**src/rtl/l5_ram_master.sv**
```systemverilog
// Initiator for the L5 RAM: takes burst commands, streams write words in and
// read words out, one RAM access per clock with a wrapping word address.
module l5_ram_master #(
    parameter int ADDR_W = 8,
    parameter int DATA_W = 32,
    parameter int LEN_W  = 4
) (
    input  logic              clk,
    input  logic              rst_n,
    input  logic              cmd_valid,
    output logic              cmd_ready,
    input  logic              cmd_write,
    input  logic [ADDR_W-1:0] cmd_addr,
    input  logic [LEN_W-1:0]  cmd_len,
    input  logic              wr_valid,
    output logic              wr_ready,
    input  logic [DATA_W-1:0] wr_data,
    output logic              rd_valid,
    input  logic              rd_ready,
    output logic [DATA_W-1:0] rd_data,
    output logic              rd_last,
    output logic              done,
    output logic [ADDR_W-1:0] ram_a,
    output logic              ram_cs,
    output logic              ram_oe,
    output logic              ram_we,
    output logic [DATA_W-1:0] ram_di,
    input  logic [DATA_W-1:0] ram_dout
);
    typedef enum logic [1:0] {IDLE, WR, RD} state_t;

    state_t            state, state_nxt;
    logic [ADDR_W-1:0] addr;
    logic [LEN_W-1:0]  count;
    logic              beat, issue, last;

    assign last  = (count == '0);
    assign beat  = (state == WR) && wr_valid;
    // A read issues only when the output register is free or being drained.
    assign issue = (state == RD) && (!rd_valid || rd_ready);

    assign ram_cs = beat | issue;
    assign ram_we = beat;
    assign ram_oe = issue;
    assign ram_a  = addr;
    assign ram_di = wr_data;

    always_ff @(posedge clk or negedge rst_n) begin
        if (!rst_n) state <= IDLE;
        else        state <= state_nxt;
    end

    always_comb begin
        state_nxt = state;
        cmd_ready = 1'b0;
        wr_ready  = 1'b0;
        case (state)
            IDLE: begin
                cmd_ready = 1'b1;
                if (cmd_valid) state_nxt = cmd_write ? WR : RD;
            end
            WR: begin
                wr_ready = 1'b1;
                if (beat && last) state_nxt = IDLE;
            end
            RD: begin
                if (issue && last) state_nxt = IDLE;
            end
            default: state_nxt = IDLE;
        endcase
    end

    always_ff @(posedge clk or negedge rst_n) begin
        if (!rst_n) begin
            addr     <= '0;
            count    <= '0;
            done     <= 1'b0;
            rd_valid <= 1'b0;
            rd_last  <= 1'b0;
            rd_data  <= '0;
        end else begin
            done <= (beat | issue) && last;
            if (state == IDLE && cmd_valid) begin
                addr  <= cmd_addr;
                count <= cmd_len;
            end else if (beat | issue) begin
                addr  <= addr + 1'b1;
                count <= count - 1'b1;
            end
            if (issue) begin
                rd_data  <= ram_dout;
                rd_valid <= 1'b1;
                rd_last  <= last;
            end else if (rd_ready) begin
                rd_valid <= 1'b0;
            end
        end
    end
endmodule

```
**config.mk**
```make
export PLATFORM = sky130hd
export DESIGN_NAME = l5_ram_master
export DESIGN_NICKNAME = d
export VERILOG_FILES = /design/src/rtl/l5_ram_master.sv
export SDC_FILE = /design/constraint.sdc
export NUM_CORES = 1
export LEC_CHECK = 0
export BUFFER_PORTS_ARGS = -buffer_cell sky130_fd_sc_hd__clkbuf_2
export CORE_ASPECT_RATIO = 1.25
export CORE_MARGIN = 3
export CORE_UTILIZATION = 41
export CTS_CLUSTER_DIAMETER = 150
export DETAILED_ROUTE_END_ITERATION = 7
export GPL_ROUTABILITY_DRIVEN = 0
export PLACE_DENSITY = 0.87
export SYNTH_ARGS = -nofsm -noshare
export SYNTH_HDL_FRONTEND = slang
export SYNTH_SLANG_ARGS = --single-unit
export TNS_END_PERCENT = 10
```
**constraint.sdc**
```tcl
create_clock -name clk -period 2.1 [get_ports clk]
set_clock_uncertainty 0.2 [all_clocks]
set_input_delay 0.315 -clock clk [delete_from_list [all_inputs] [get_ports clk]]
set_output_delay 0.315 -clock clk [all_outputs]
set_load 0.01 [all_outputs]
```
==> reports/qor.txt <==
kind of critical path = reg2out
CTS tree = done
period utilisation layout = 95.6%
Seq cells post-synth = 49
Final Routed Wirelength = 4.78 mm
LEAKAGE = 1.38 nW
worst path arrival time = 1490 ps
htree depth = 2
share of layout cells above drive strength 1 = 54.5%
Layout Nets = 358
Synth Area per Inst = 11.7 sq um
Post-Synthesis Cell Area = 2350 sq um
final core occ = 51.6%
worst-case clock buffer depth = 2
Post-synth ARST share = 100%
Vias = 1705
Final Setup Violations = 0
Distinct cells, synth = 28
drt pass-1 iters = 4
Wirelength per Cell = 14.1 um
Layout Cells excl Fill = 339
# DRC = 0
worst hold slack = 46.9 ps
clock-pin slew on the worst setup and hold paths = 80 ps
startpoint types = flop
Synth Instances = 201
Compound-Gate Fraction of Synth Area = 6.39%
Highest Clock Rate = 498 MHz
std cell rows = 30
max-cap viol count = 0
clk_lat worst skew = 290 ps
number of global-route vias before repair = 1743
Slew Viols, Final = 0
status = finished clean
register area = 1230 sq um
post-synthesis simple-gate area fraction = 10.3%
pre-CTS WS = 258 ps
largest family of logic cells by synthesized area = multiplexers
gr usage total = 14.5%
cts repair resizes = 0
area occupied by multi-input gates = 812 sq um
VDD IR max = 0.000492 V
pin count of the biggest net entering global routing = 32
CP required = 1580 ps
Post-synth top flop = dfrtp_1
Filler cells = 506
relative slew slack = 62.6%
Final WS setup = 92.4 ps
mux share of post-synthesis cell area = 15.8%
Via density = 5.03
Final ANT Viol Nets = 0
Post-DP HPWL = 3.64 mm
drt initial violations = 22
worst hold-check path type = in2reg
Cells after DPL = 328
Worst Tran Pin Value = 561 ps
final worst path period need = 2010 ps
area of the core = 5480 sq um
root buffer cell = clkbuf_8
syn nets = 285
CP max FO = 16
crit end category = primary output
I/O pin cnt = 162
Sink Count = 49
RSZ-0062 raised after global routing = no
Hold Fails Final Rpt = 0
design area = 2830 sq um
chip width = 73.7 um
adder-cell area share of the yosys netlist = 1.06%
CTS buffer count = 5
ant diodes = 0
Die Span Y = 90.7 um
Starting Density = 42.9%
Die ar. = 6680 sq um
I/O Buffers = 97
setup_tns = 0 ps
Pwr Density = 1510 nW/um^2
Layout area overhead = 20.3%
initial antenna violation count = 0
synth warn = 0
xor and xnor area share after synthesis = 0.745%
first-pass GRT wire length = 7.80 mm
global route total overflow = 0
Design Power = 4.27 mW
Cell Area, Placed = 2690 sq um
EDFF count, synth = 0
sequential cell area fraction in the yosys report = 52.2%
where the power goes:
group / leakage, nW / total [mW] / internal, mW / switching, mW
clock network: 0.0512 / 0.562 / 0.267 / 0.295
logic: 0.760 / 1.99 / 1.02 / 0.970
registers: 0.573 / 1.72 / 1.42 / 0.296
total: 1.38 / 4.27 / 2.71 / 1.56
path summary, 6_finish.rpt:
kind	from	to	slack [ps]	cells past startpoint
setup reg to reg	state[0]$_DFFE_PN0P_	ram_a[7]$_DFFE_PN0P_	240	5
hold / removal	ram_dout[23]	rd_data[23]$_DFFE_PN0P_	50	2
setup / recovery	state[0]$_DFFE_PN0P_	ram_oe	90	4
hold reg to reg	rd_data[23]$_DFFE_PN0P_	rd_data[23]$_DFFE_PN0P_	310	1
max in group asynchronous	rst_n	state[1]$_DFFE_PN0P_	820	3
min in group asynchronous	rst_n	rd_data[25]$_DFFE_PN0P_	340	2
flip-flops by register name (all words and copies together) (netlist names):
| register | cells |
|---|---|
| count | 4 |
| done | 1 |
| ram_a | 8 |
| rd_data | 32 |
| rd_last | 1 |
| rd_valid | 1 |
| state | 2 |
layer usage:
metal	GRT usage, %	wire, um	vias up
met2	26.0	2590	59
met3	4.34	318	8
met5	0	0	-
li1	-	-	798
met1	15.7	1830	840
met4	5.14	42	0
cells in the mapped netlist (2+ instances only):
cell       n  area [sq um]
clkbuf_1   2          7.51
mux2_2    33           372
or3_1      9          56.3
o21ai_0    8          40.0
nand2_1    8          30.0
xnor2_1    2          17.5
nand3_1    2          10.0
a21oi_1    3          15.0
buf_4     35           263
a31oi_1   10          62.6
nor2_1    13          48.8
inv_1      6          22.5
nand2b_1   3          18.8
and2_1     4          25.0
ha_1       2          25.0
dfrtp_1   49          1230
logic make-up (layout without fill, tap and decap cells):
logic type,after synthesis,count (layout)
AOI/OAI and AO/OA,24,24
DFF,49,49
muxes,33,33
and+or+nand+nor,46,46
buffers and inverters,45,119
xor gates and xnor gates,2,2
adders and majority gates,2,2
final cells by class:
cell class              instances  area share [%]
repair buffers                105            20.9
clock buffers                   6            2.92
well taps                      64            2.83
multi-input cells             107            28.7
inverters                       6           0.796
clock inverters                 2           0.487
flip-flops and latches         49            43.4
repair_timing:
action	4_1_cts	5_1_grt
hold buffers	1	0
buffers inserted	1	0
gates cloned	0	1
endpoints found under the hold margin	20	0
endpoints found under the setup margin	1	1
pin swaps	1	0
critical path, stage by stage (launching register included):
cell	delay (ps)
dfrtp_1	430
nand2b_1	240
nor2_4	210
buf_12	180
clkbuf_2	140
cell usage in the layout, fill, tap and decap left out, types with 4 or more instances in the layout:
cell,netlist,routed
mux2_2,33,33
nor2_1,13,13
dfrtp_1,49,49
or3_1,9,9
clkbuf_8,1,6
a31oi_1,10,10
nand2_1,8,8
o21ai_0,8,8
inv_1,6,6
and2_1,4,4
buf_4,35,4
clkbuf_2,0,97
Note: power is estimated with default switching activity, not from simulation.
